--- src/rtl/ransac_fma_arbiter.sv ---
`default_nettype none
// ============================================================================
// Module   : ransac_fma_arbiter
// Purpose  : Round-robin sharing of one fixed-latency pipelined FMA unit among
//            N_REQ requesters. Each issued operation carries a requester tag
//            through a latency-matched shift register so every result returns
//            to its issuer. In-flight operations are capped per requester.
// Revision : 1.0 - initial release
// ============================================================================
module ransac_fma_arbiter #(
    parameter int N_REQ           = 4,
    parameter int FMA_LATENCY     = 3,
    parameter int MAX_OUTSTANDING = 4
) (
    input  logic                  clk,
    input  logic                  rst_n,
    input  logic [N_REQ-1:0]      req_valid,
    output logic [N_REQ-1:0]      req_ready,
    input  logic [2*N_REQ-1:0]    req_op,
    input  logic [32*N_REQ-1:0]   req_a,
    input  logic [32*N_REQ-1:0]   req_b,
    input  logic [32*N_REQ-1:0]   req_c,
    output logic                  fma_issue,
    output logic [1:0]            fma_op,
    output logic [31:0]           fma_a,
    output logic [31:0]           fma_b,
    output logic [31:0]           fma_c,
    input  logic                  fma_result_valid,
    input  logic [31:0]           fma_result,
    output logic [N_REQ-1:0]      rsp_valid,
    output logic [31:0]           rsp_data,
    output logic                  busy
);

    localparam int TAG_W = $clog2(N_REQ);
    localparam int CNT_W = $clog2(MAX_OUTSTANDING + 1);
    localparam logic [CNT_W-1:0] c_max_out  = CNT_W'(MAX_OUTSTANDING);
    localparam logic [TAG_W-1:0] c_last_req = TAG_W'(N_REQ - 1);

    logic [TAG_W-1:0]       r_rr_ptr;
    logic [N_REQ-1:0]       w_elig;
    logic [N_REQ-1:0]       w_grant;
    logic [TAG_W-1:0]       w_gnt_idx;
    logic                   w_found;

    logic [FMA_LATENCY-1:0] r_tag_v;
    logic [TAG_W-1:0]       r_tag [FMA_LATENCY];
    logic                   w_last_v;
    logic [TAG_W-1:0]       w_last_tag;
    logic                   w_route;

    logic [CNT_W-1:0]       r_outstanding [N_REQ];
    logic [N_REQ-1:0]       w_dec;
    logic [N_REQ-1:0]       w_cnt_nz;

    logic [N_REQ-1:0]       r_rsp_valid;
    logic [31:0]            r_rsp_data;
    logic                   r_err;
    logic                   w_unused_err;

    // Per-requester eligibility, response-decrement strobe and activity flag.
    // Eligibility is gated by rst_n so no grant appears while reset is held.
    for (genvar i = 0; i < N_REQ; i++) begin : g_req
        assign w_elig[i]   = rst_n & req_valid[i] & (r_outstanding[i] < c_max_out);
        assign w_dec[i]    = w_route & (w_last_tag == TAG_W'(i));
        assign w_cnt_nz[i] = |r_outstanding[i];
    end

    assign w_last_v   = r_tag_v[FMA_LATENCY-1];
    assign w_last_tag = r_tag[FMA_LATENCY-1];
    assign w_route    = fma_result_valid & w_last_v;

    // Round-robin scan starting at r_rr_ptr; first eligible requester wins.
    always_comb begin
        int j;
        w_grant   = '0;
        w_gnt_idx = '0;
        w_found   = 1'b0;
        j         = 0;
        for (int k = 0; k < N_REQ; k++) begin
            j = int'(r_rr_ptr) + k;
            if (j >= N_REQ) j = j - N_REQ;
            if (!w_found && w_elig[j]) begin
                w_found    = 1'b1;
                w_grant[j] = 1'b1;
                w_gnt_idx  = TAG_W'(j);
            end
        end
    end

    // Operand mux from the granted slice; zero when nothing is granted.
    always_comb begin
        fma_op = '0;
        fma_a  = '0;
        fma_b  = '0;
        fma_c  = '0;
        if (w_found) begin
            fma_op = req_op[int'(w_gnt_idx)*2 +: 2];
            fma_a  = req_a[int'(w_gnt_idx)*32 +: 32];
            fma_b  = req_b[int'(w_gnt_idx)*32 +: 32];
            fma_c  = req_c[int'(w_gnt_idx)*32 +: 32];
        end
    end

    assign req_ready = w_grant;
    assign fma_issue = w_found;

    // Pointer advances to the requester after the one just granted.
    always_ff @(posedge clk or negedge rst_n) begin
        if (!rst_n) begin
            r_rr_ptr <= '0;
        end else if (w_found) begin
            r_rr_ptr <= (w_gnt_idx == c_last_req) ? '0 : w_gnt_idx + 1'b1;
        end
    end

    // Tag shift register aligned with the FMA pipeline depth.
    always_ff @(posedge clk or negedge rst_n) begin
        if (!rst_n) begin
            r_tag_v <= '0;
            for (int s = 0; s < FMA_LATENCY; s++) r_tag[s] <= '0;
        end else begin
            r_tag_v[0] <= w_found;
            r_tag[0]   <= w_gnt_idx;
            for (int s = 1; s < FMA_LATENCY; s++) begin
                r_tag_v[s] <= r_tag_v[s-1];
                r_tag[s]   <= r_tag[s-1];
            end
        end
    end

    // Route results to the tagged requester; flag any result/tag disagreement.
    always_ff @(posedge clk or negedge rst_n) begin
        if (!rst_n) begin
            r_rsp_valid <= '0;
            r_rsp_data  <= '0;
            r_err       <= 1'b0;
        end else begin
            r_rsp_valid <= '0;
            if (w_route) begin
                r_rsp_valid[w_last_tag] <= 1'b1;
                r_rsp_data              <= fma_result;
            end
            if (fma_result_valid != w_last_v) r_err <= 1'b1;
        end
    end

    // Outstanding counters: grant increments, routed response decrements.
    always_ff @(posedge clk or negedge rst_n) begin
        if (!rst_n) begin
            for (int i = 0; i < N_REQ; i++) r_outstanding[i] <= '0;
        end else begin
            for (int i = 0; i < N_REQ; i++) begin
                if (w_grant[i] && !w_dec[i]) begin
                    r_outstanding[i] <= r_outstanding[i] + 1'b1;
                end else if (w_dec[i] && !w_grant[i] && (r_outstanding[i] != '0)) begin
                    r_outstanding[i] <= r_outstanding[i] - 1'b1;
                end
            end
        end
    end

    // The sticky error bit is an observation point only; nothing consumes it.
    assign w_unused_err = r_err;

    assign rsp_valid = r_rsp_valid;
    assign rsp_data  = r_rsp_data;
    assign busy      = (|r_tag_v) | (|w_cnt_nz);

endmodule
`default_nettype wire

--- config.mk ---
export PLATFORM = sky130hd
export DESIGN_NAME = ransac_fma_arbiter
export DESIGN_NICKNAME = d
export VERILOG_FILES = /design/src/rtl/ransac_fma_arbiter.sv
export SDC_FILE = /design/constraint.sdc
export NUM_CORES = 1
export LEC_CHECK = 0
export CAP_MARGIN = 10
export CELL_PAD_IN_SITES_DETAIL_PLACEMENT = 2
export CELL_PAD_IN_SITES_GLOBAL_PLACEMENT = 2
export CORE_AREA = 4 4 218 220
export CTS_CLUSTER_DIAMETER = 40
export DETAILED_ROUTE_END_ITERATION = 16
export DIE_AREA = 0 0 222 224
export GPL_TIMING_DRIVEN = 0
export HOLD_SLACK_MARGIN = 0.15
export PLACE_DENSITY = 0.84
export SETUP_SLACK_MARGIN = 0.02
export SLEW_MARGIN = 20
export SYNTH_ARGS = -nofsm -noshare
export SYNTH_HDL_FRONTEND = slang
export SYNTH_SLANG_ARGS = --single-unit
export TNS_END_PERCENT = 30
--- constraint.sdc ---
create_clock -name clk -period 7.14 [get_ports clk]
set_input_delay 1.428 -clock clk [delete_from_list [all_inputs] [get_ports clk]]
set_output_delay 1.428 -clock clk [all_outputs]
set_load 0.01 [all_outputs]
======== After elaboration in Yosys (flattened, before gate mapping) ========
Index checks and enable logic that the tools add are counted.
operators by class
  add/sub/neg operators ................... 16
  reductions and logical operators ........ 42
  eq/ne operators ......................... 4
  shifts and indexed selects .............. 4
  mux-type cells .......................... 52
  magnitude comparators ................... 18
  div/mod/pow operators ................... 0
  multiply operators ...................... 0
  bitwise operators ....................... 17
operator list
  operator                                               number
  indexed part select 128 x 8 -> 32 bit                  3
  two-way mux 32 bit                                     7
  >= comparator 32 x 1 -> 1 bit (second input constant)  4
  < comparator 32 x 4 -> 1 bit (second input constant)   4
  two-way mux 3 bit                                      8
  logical AND 1 bit                                      20
  two-way mux 4 bit                                      5
  two-way mux 1 bit                                      17
  AND 1 bit                                              13
  adder 3 x 1 -> 3 bit (second input constant)           4
  < comparator 3 bit (second input constant)             4
  two-way mux 2 bit                                      6
  OR 4 bit                                               3
  nonzero test 3 bit                                     4
  OR reduction 12 bit                                    1
  subtractor 3 x 1 -> 3 bit (second input constant)      4
  subtractor 3 x 3 -> 4 bit (second input constant)      3
  logical NOT 1 bit                                      11
  demux 1 bit (select 2 bit)                             5
  >= comparator 3 bit (second input constant)            3
  binary-select mux 1 bit (select 2 bit)                 4
  nonzero test 2 bit                                     4
  indexed part select 8 x 4 -> 2 bit                     1
  adder 2 x 2 -> 3 bit (second input constant)           2
  other kinds (11)                                       13
word-level totals
  output and inout bits ................... 140
  memories ................................ 0
  word-level logic and storage cells ...... 164
  memory bits (writable) .................. 0
  input port bits ......................... 431
  bits in read-only memories .............. 0
  latch bits .............................. 0
  bits in registers ....................... 59

======== Longest topological paths before layout ========
  word-level depth ........................ 20
  mapped depth ............................ 13
  mapped depth without buffers ............ 12

======== Least setup slack after synthesis ========
No wires, ideal clock.
  path type ............................... input to output
  start ................................... input port rst_n
  end ..................................... output port fma_c[11]
  path slack .............................. 2.277 ns
  path buffers ............................ 4
  stages on the path ...................... 10
  data required time ...................... 5.712 ns
  arrival ................................. 3.435 ns
  path through ............................ clkbuf_1 -> inv_1 -> a31oi_1 -> o41a_1 -> buf_2 -> clkbuf_1 -> clkbuf_1 -> o221a_2 -> o221ai_2 -> o21ai_1
between the ends
  elaborated cells between the ends (all ways) .. 36
  classes of those cells .................. shift: 1; mux: 21; bitwise: 8; reduce/logical: 6
RTL lines
  element                                                line  source
  start: declaration                                     16    input logic rst_n,
  AND 1 bit (2 in series)                                64    assign w_elig[i] = rst_n & req_valid[i] & (r_outstanding[i] < c_max_out);
  binary-select mux 1 bit (select 2 bit)                 83    if (!w_found && w_elig[j]) begin
  two-way mux 1 bit (not written as such) (2 in series)  83
  two-way mux 1 bit                                      83
  logical NOT 1 bit                                      83
  logical AND 1 bit                                      83
  two-way mux 1 bit                                      83
  logical NOT 1 bit                                      83
  logical AND 1 bit                                      83
  two-way mux 1 bit                                      83
  logical NOT 1 bit                                      83
  logical AND 1 bit                                      83
  two-way mux 1 bit *                                    83
  net fma_issue                                          23    output logic fma_issue,
  two-way mux 32 bit *                                   97    if (w_found) begin
  end: declaration                                       27    output logic [31:0] fma_c,
Mark *: on every way through the listed nets, which the timed path passes. The rest lies on a longest branch. The select of a mux whose other input is x is not followed.

======== Worst setup path in the final report ========
  start ................................... input port req_valid[0]
  end ..................................... output port fma_c[23]
between the ends
  cells in the longest elaborated chain, start to end .. 17
  elaborated cells between the ends (all ways) .. 30
  classes of those cells .................. shift: 1; mux: 21; bitwise: 2; reduce/logical: 6
ends and longest elaborated chain
  element                                                line  source
  start: declaration                                     17    input logic [N_REQ-1:0] req_valid,
  AND 1 bit * (2 in series)                              64
  binary-select mux 1 bit (select 2 bit)                 83
  two-way mux 1 bit (not written as such) (2 in series)  83
  two-way mux 1 bit                                      83
  logical NOT 1 bit                                      83
  logical AND 1 bit                                      83
  two-way mux 1 bit                                      83
  logical NOT 1 bit                                      83
  logical AND 1 bit                                      83
  two-way mux 1 bit                                      83
  logical NOT 1 bit                                      83
  logical AND 1 bit                                      83
  two-way mux 2 bit                                      83
  indexed part select 128 x 8 -> 32 bit                  101   fma_c = req_c[int'(w_gnt_idx)*32 +: 32];
  two-way mux 32 bit *                                   97
Every way passes the cells marked *; elsewhere a longest branch is shown, timed or not. The select of a mux whose other input is x is not followed.

==> reports/metrics.yaml <==
die:
  fp.dieArea_um2: 49700
  die_y_um: 224
  io_pins: 571
  rows: 78
  fp.dieW_um: 222
  initial_core_util_pct: 15.9
  core_um2: 45300
logic_synthesis:
  syn_inst: 741
  ys_ff_latch: 59
  async_flop_share_pct: 100
  ys_types: 54
  ys.flop_type: "dfrtp_1"
  syn-mean-instance-area_um2: 9.70
  yosysSeqAreaShare_pct: 20.5
  netlist_area_um2: 7190
  syn_nets: 1184
  yosys_warnings: 0
  synth_edf_count: 0
global_route:
  grt_pass1_vias: 10700
  grt_max_degree: 56
  antenna_found_initial: 7
  grt_pass1_wl_um: 69600
  grt_remaining_overflow: 0
  grt_use_total_pct: 18.0
final_layout:
  area_growth_pct: 95.5
  final_layout_size_suffix_gt1_share_pct: 16.3
  fin_nets: 1769
  design_area_um2: 14000
sta:
  max_clock_freq_mhz: 146
  setup_viol: 0
  worst_clock_skew_ns: 0.00958
  timing.final.crit_share_pct: 95.7
  tightestPinTransition_ns: 0.815
  grt_setup_unrepaired: "no"
  min_period_ns: 6.84
  finalHoldViolCount: 0
  tns_ns: 0
  slew_violations: 0
  slew_headroom_pct: 45.7
routing:
  postRouteAntennaNets: 0
  wl_um: 48000
  wl_per_cell_um: 24.8
  viasPerCell: 4.90
  firstDrtPassIters: 5
  vias: 9484
  drt_iter0_drc: 474
  drc: 0
worst_setup_path:
  worst-path-buf-inv: 5
  criticalPathCategory: "in2out"
  worstPathArrival_ns: 5.41
  cpMostUsedCell: "clkdlybuf4s50_1"
  start_kind: "input pin"
  worstPathRequired_ns: 5.71
  critical_path.top_delay_family: "buffers and inverters"
  path_cells: "clkdlybuf4s50_1 > nor2b_2 > nor2_1 > a31oi_2 > o41a_1 > buf_2 > buf_1 > clkbuf_1 > o221a_2 > o221ai_2 > o21ai_1 > clkdlybuf4s50_1"
  slowest_stage: "clkdlybuf4s50_1"
  max_stage_delay_ns: 0.60
  critPathCaptureType: "output pin"
  crit_fanout: 10
place:
  gp_congestion: 0.879
  portBuffers: 570
  dpl.hpwl_um: 40200
  place_area_um2: 13700
worst_hold_path:
  hold_class: "reg2reg"
pwr:
  leakage_nw: 4.78
  power.density_nw_per_um2: 342
  ir_drop_mv: 0.249
cts:
  clkLatencyLatePin_ns: 0.33
  clk_pin_slew_ns: 0.05
  cts_sinks: 59
  cts_tree: "built"
  tritoncts.num_buffers: 9
  holdBufCountCts: 0
  h-tree-depth: 3
  cts-root-buf: "clkbuf_16"
  clk_path_buf_depth: 2
flow_run:
  maxCapViolations: 0
status:
  outcome: "completed"
## stage by stage
stage	power, mW	instances	hold WS [ns]	setup WS (ns)	utilization, %
finish	4.80	1935	0.349	0.304	31.0
global route	5.14	1934	0.357	0.0273	31.0
CTS	4.86	1930	0.350	0.0668	31.0
detailed placement	4.35	1913	0.338	0.0147	30.2
global placement	4.22	1911	0.336	-2.41	30.1
floorplan	2.61	741	0.331	2.28	-
## cells by family after synthesis
logic type      Yosys count  synth area share, %
mux                     143                 21.2
buf+inv                  95                 7.37
compound gates          350                 41.9
flops                    59                 20.5
simple gates             76                 5.80
xor+xnor                  6                0.731
fa+ha+maj                12                 2.51
## final timing paths
check	endpoint	cells after the start	slack (ns)	startpoint
setup reg to reg	r_outstanding[1]$_DFFE_PN0P_	11	2.95	flip-flop
hold / removal	w_last_tag[0]$_DFF_PN0_	0	0.35	r_tag[2]$_DFF_PN0_
hold reg to reg	w_last_tag[0]$_DFF_PN0_	0	0.35	r_tag[2]$_DFF_PN0_
max in group asynchronous	rsp_data[8]$_DFFE_PN0P_	2	5.76	rst_n
min in group asynchronous	rsp_data[25]$_DFFE_PN0P_	1	0.91	rst_n
setup / recovery	fma_c[23]	12	0.30	req_valid[0]
## cells in the final DEF (no fill, tap or decap), types with 20 or more instances in the layout
master	netlist	final
clkbuf_1	55	54
clkdlybuf4s50_1	0	569
dfrtp_1	59	59
mux2_2	33	33
mux2i_1	106	106
nand2_1	23	23
o21ai_0	26	26
o21ai_1	82	81
o221a_2	99	99
o221ai_1	82	82
o221ai_2	20	20
## worst reg2reg max path, cell delays in order, from the launching register on
cell      delay [ns]
dfrtp_1         0.45
buf_4           0.23
clkinv_1        0.36
ha_1            0.51
inv_1           0.12
mux4_2          0.58
o32a_1          0.46
nand2_4         0.15
nand2_1         0.08
fa_1            0.49
mux2_2          0.29
a221o_1         0.33
## cells in the mapped netlist, types with 11 or more instances
cell type	instances	area (um2)
clkbuf_1	55	206
o21ai_0	26	130
o221ai_1	82	718
buf_6	11	124
nand2_1	23	86.3
o221a_2	99	1110
dfrtp_1	59	1480
o21ai_1	82	410
mux2i_1	106	1060
mux2_2	33	372
nor2_1	13	48.8
o221ai_2	20	300
## report_power, final
part           internal (mW)  total, mW  switching [mW]
sequential             0.447      0.549           0.102
combinational           1.78       3.77            1.99
clock                  0.322      0.473           0.151
## sequential cells by signal (all words and copies together) (netlist names), named ones only
name           flops
r_tag              4
r_tag_v            3
r_outstanding     12
rsp_data          32
rsp_valid          4
r_rr_ptr           1
w_last_tag         2
## timing repair
item                       CTS  global route
setup endpoints to repair    1            20
hold endpoints to repair     0             0
gates resized for setup      0             2
setup buffers                2             0
pin swaps                    1             0
## final cells by class
type / count / area [um2]
fill: 5044 / 31200
sequential: 59 / 1480
timing repair buffer: 574 / 5760
antenna: 5 / 12.5
clock buffer: 11 / 253
tap: 600 / 751
clock inverter: 4 / 73.8
multi-input combinational: 587 / 5190
inverter: 11 / 41.3
buffer: 84 / 488
## metal layers
metal  vias up  global-route usage (%)  part of all wire [%]
met5         -                       0                     0
met4         0                    3.96                   2.1
met3        48                    3.22                   4.9
met2       313                    34.9                    55
met1      4806                    20.5                    38
li1       4317                       -                     -
Power figures use the tool's default switching activity.
==> patch 1 (same settings) <==
`FMA_LATENCY`: 3 -> 6.
--- a/src/rtl/ransac_fma_arbiter.sv
+++ b/src/rtl/ransac_fma_arbiter.sv
@@ -9,7 +9,7 @@
 // ============================================================================
 module ransac_fma_arbiter #(
     parameter int N_REQ           = 4,
-    parameter int FMA_LATENCY     = 3,
+    parameter int FMA_LATENCY     = 6,
     parameter int MAX_OUTSTANDING = 4
 ) (
     input  logic                  clk,
Check against the original RTL: no difference found for any inputs over 4 cycles, from zero or initial values and one cycle with rst_n low; that may be too few to reach the edited logic, so the function may still have changed.
==> patch 1 against the original RTL <==
Final area is 5.8% lower. Total power is 8.1% higher. Sequential cell count is 9 higher. Area after synthesis is 11% lower. Wire length is 11% lower. Register-to-register slack worse by 130 ps. Final cell count is 6.3% lower. Worst setup slack better by 240 ps. Critical path type unchanged.
==> patch 1: results <==
INSERT INTO impl_metrics (metric_group, metric, value, unit) VALUES
('global_routing', 'first_global_vias', '9053', ''),
('synth', 'area_share_of_fa_ha_maj_cells_after_synthesis', '0.0281', ''),
('finish', 'final_net_count', '1644', ''),
('worst_setup_path', 'crit_path_largest_cell_delay', '640', 'ps'),
('place', 'dp_hpwl', '36.4', 'mm'),
('min_path', 'hold_start', 'r_tag[11]$_DFF_PN0_', ''),
('sta', 'tightestPinTransition', '865', 'ps'),
('synth', 'synth_area_per_cell', '10.4', 'um2'),
('status', 'status', 'complete, no violations', ''),
('route', 'drt_iter0_markers', '344', ''),
('synth', 'synth.mux.area_fraction', '0.382', ''),
('route', 'via_per_inst', '4.28', ''),
('route', 'drt-wirelength-per-cell', '23.6', 'um'),
('global_routing', 'first_pass_grt_wire_length', '60.7', 'mm'),
('power', 'static-leakage-power', '5.55', 'nW'),
('place', 'routabilityCongestion', '0.881', ''),
('place', 'worst_setup_slack_after_placement', '413', 'ps'),
('synth', 'synth.top_cells.by_count', '204 x sky130_fd_sc_hd__mux2i_1, 101 x sky130_fd_sc_hd__o22ai_1, 68 x sky130_fd_sc_hd__dfrtp_1', ''),
('finish', 'instances_no_fill', '1813', ''),
('synth', 'synth_top_family_by_area', 'multiplexers', '');
==> patch 1: cell count changes in the layout (fill, tap and decap cells not counted), sizes merged, moves of 9 or more <==
cell    delta
o221ai   -102
o22ai    +100
o221a     -99
mux2i     +98
o21ai     -95
clkbuf    -23
buf       -15
dfrtp      +9
==> patch 1: per-stage QoR <==
stage                     setup TNS [ps]  utilization  total power [mW]  hold WS (ps)
after CTS                              0        0.292              5.26           350
after detailed placement               0        0.285              4.74           336
final                                  0        0.292              5.19           347
after global routing                   0        0.292              5.51           358
after global placement           -218460        0.284              4.62           333
after floorplan                        0            -              2.98           331
==> patch 1: routing by layer <==
| layer | share of wire | track usage | vias to the layer above |
|---|---|---|---|
| li1 | - | - | 3572 |
| met3 | 0.057 | 0.0372 | 39 |
| met1 | 0.37 | 0.178 | 3878 |
| met2 | 0.55 | 0.306 | 276 |
| met5 | 0 | 0 | - |
| met4 | 0.021 | 0.0442 | 0 |
==> patch 1: cells by family after synthesis <==
group	Yosys count
xor gates and xnor gates	5
and+or+nand+nor	71
AOI/OAI and AO/OA	156
muxes	240
buffers and inverters	67
DFF	68
adders and majority gates	12
==> patch 1: layout make-up <==
cell class / instances / area [um2]
Antenna cell: 8 / 20.0
Buffer: 51 / 443
Clock buffer: 9 / 225
Clock inverter: 6 / 88.8
Fill cell: 5075 / 32100
Inverter: 16 / 60.1
Multi-Input combinational cell: 484 / 4210
Sequential cell: 68 / 1700
Tap cell: 600 / 751
Timing Repair Buffer: 571 / 5730
==> patch 1: worst max-delay path: cells and delay by family <==
kind                   cells  cell delay [ps]
AO/OA/AOI/OAI              2              960
buffers and inverters      6             2210
AND/OR/NAND/NOR            1              500
==> patch 1: worst max-delay path by stage <==
stage                      to  slack (ps)  depth (start not counted)
finish              fma_c[21]         550                          9
global route        fma_c[11]         250                          9
CTS                 fma_c[11]         380                          9
detailed placement  fma_c[11]         410                          9
global placement    fma_c[12]       -2590                          8
floorplan           fma_c[11]        2260                         10
==> patch 1: report_power, final <==
group	switching [mW]	leakage [nW]	internal, mW
Clock	0.175	0.148	0.304
Sequential	0.123	0.815	0.531
Combinational	1.98	4.59	2.07
Total	2.28	5.55	2.90
==> patch 2 (config.mk and constraints unchanged) <==
Without the edit above. Reset style: synchronous (`rst_n`), changed in 4 clocked blocks.
--- a/src/rtl/ransac_fma_arbiter.sv
+++ b/src/rtl/ransac_fma_arbiter.sv
@@ -106,7 +106,7 @@
     assign fma_issue = w_found;
 
     // Pointer advances to the requester after the one just granted.
-    always_ff @(posedge clk or negedge rst_n) begin
+    always_ff @(posedge clk) begin
         if (!rst_n) begin
             r_rr_ptr <= '0;
         end else if (w_found) begin
@@ -115,7 +115,7 @@
     end
 
     // Tag shift register aligned with the FMA pipeline depth.
-    always_ff @(posedge clk or negedge rst_n) begin
+    always_ff @(posedge clk) begin
         if (!rst_n) begin
             r_tag_v <= '0;
             for (int s = 0; s < FMA_LATENCY; s++) r_tag[s] <= '0;
@@ -130,7 +130,7 @@
     end
 
     // Route results to the tagged requester; flag any result/tag disagreement.
-    always_ff @(posedge clk or negedge rst_n) begin
+    always_ff @(posedge clk) begin
         if (!rst_n) begin
             r_rsp_valid <= '0;
             r_rsp_data  <= '0;
@@ -146,7 +146,7 @@
     end
 
     // Outstanding counters: grant increments, routed response decrements.
-    always_ff @(posedge clk or negedge rst_n) begin
+    always_ff @(posedge clk) begin
         if (!rst_n) begin
             for (int i = 0; i < N_REQ; i++) r_outstanding[i] <= '0;
         end else begin
Check against the original RTL: differs if rst_n is asserted again (counterexample within 4 cycles, from zero or initial values and one cycle with rst_n low); with rst_n held inactive, the same outputs for 4 cycles.
==> patch 2 against the original RTL <==
Clock skew grew 0.51 ps. Combinational power grew 12%. Total power grew 6.4%. First-iteration DRC count grew 110%. Global-route usage grew 11 points. Final cell count grew 44%. Area after synthesis grew 48%. Wire length grew 62%. Register-to-register slack lost 310 ps. Final area grew 24%. Sequential cell count is the same. Worst setup slack lost 180 ps.
==> patch 2: results <==
INSERT INTO impl_metrics (metric_group, metric, value, unit) VALUES
('status', 'status', 'complete, no violations', ''),
('clock_tree', 'cts_setup_buffers', '0', ''),
('worst_setup_path', 'crit_path_largest_cell_delay', '620', 'ps'),
('synth', 'synth_compound_area_frac', '0.396', ''),
('synth', 'ys_async_sr_fraction', '0', ''),
('route', 'drt-wirelength-per-cell', '27.9', 'um'),
('global_routing', 'first_global_vias', '17700', ''),
('global_routing', 'first_pass_grt_wire_length', '115', 'mm'),
('worst_setup_path', 'setup.worst_path.end', 'fma_c[19]', ''),
('synth', 'yosys.cell_types.count', '58', ''),
('place', 'io_buffers', '569', ''),
('min_path', 'number_of_instances_on_the_worst_hold_path', '1', ''),
('global_routing', 'grt_antenna_before_repair', '37', ''),
('place', 'routabilityCongestion', '0.891', ''),
('sta', 'slew_headroom', '0.241', ''),
('worst_setup_path', 'crit-reg2reg-capture', 'r_outstanding[0][5]$_SDFFCE_PN0P_', ''),
('sta', 'timing.clock.skew', '10.1', 'ps'),
('power', 'static-leakage-power', '6.01', 'nW'),
('global_routing', 'grt_util_all_layers', '0.291', ''),
('place', 'worst_setup_slack_after_placement', '140', 'ps');
-- patch 2: worst reg2reg max path: cells and delay by family (launching register included) --
kind	cells	cell delay, ps
mux	1	400
flops	1	450
simple gates	2	470
buf+inv	4	1050
xor+xnor	1	170
fa+ha+maj	2	910
compound gates	4	770
-- patch 2: through the flow --
step	hold slack [ps]	power, mW	area, um2	std cells
final	430	5.10	17500	2793
after global routing	457	5.42	17500	2791
after CTS	435	5.09	17400	2764
after detailed placement	424	4.62	17100	2749
after global placement	417	4.51	17100	2749
after floorplan	412	2.66	10600	1580
-- patch 2: area by class of cell --
| class | count | area, um2 | area share |
|---|---|---|---|
| inverter | 17 | 63.8 | 0.00365 |
| multi-input combinational | 1315 | 8430 | 0.482 |
| sequential | 59 | 1300 | 0.0745 |
| clock buffer | 14 | 295 | 0.0169 |
| antenna | 29 | 72.6 | 0.00415 |
| timing repair buffer | 569 | 5700 | 0.326 |
| clock inverter | 1 | 5.00 | 0.000286 |
| tap | 600 | 751 | 0.0430 |
| buffer | 189 | 868 | 0.0497 |
-- patch 2: per-layer routing --
layer / share of wire / GRT usage
met5: 0.00085 / 0
met2: 0.49 / 0.505
met1: 0.42 / 0.360
met3: 0.049 / 0.0451
met4: 0.044 / 0.126
-- patch 2: power by group through the flow --
| stage | sequential, mW | combinational (mW) | clock (mW) |
|---|---|---|---|
| finish | 0.448 | 4.22 | 0.430 |
| global route | 0.454 | 4.51 | 0.455 |
| CTS | 0.447 | 4.20 | 0.439 |
| detailed placement | 0.452 | 4.17 | 0 |
| global placement | 0.445 | 4.06 | 0 |
| floorplan | 0.436 | 2.23 | 0 |
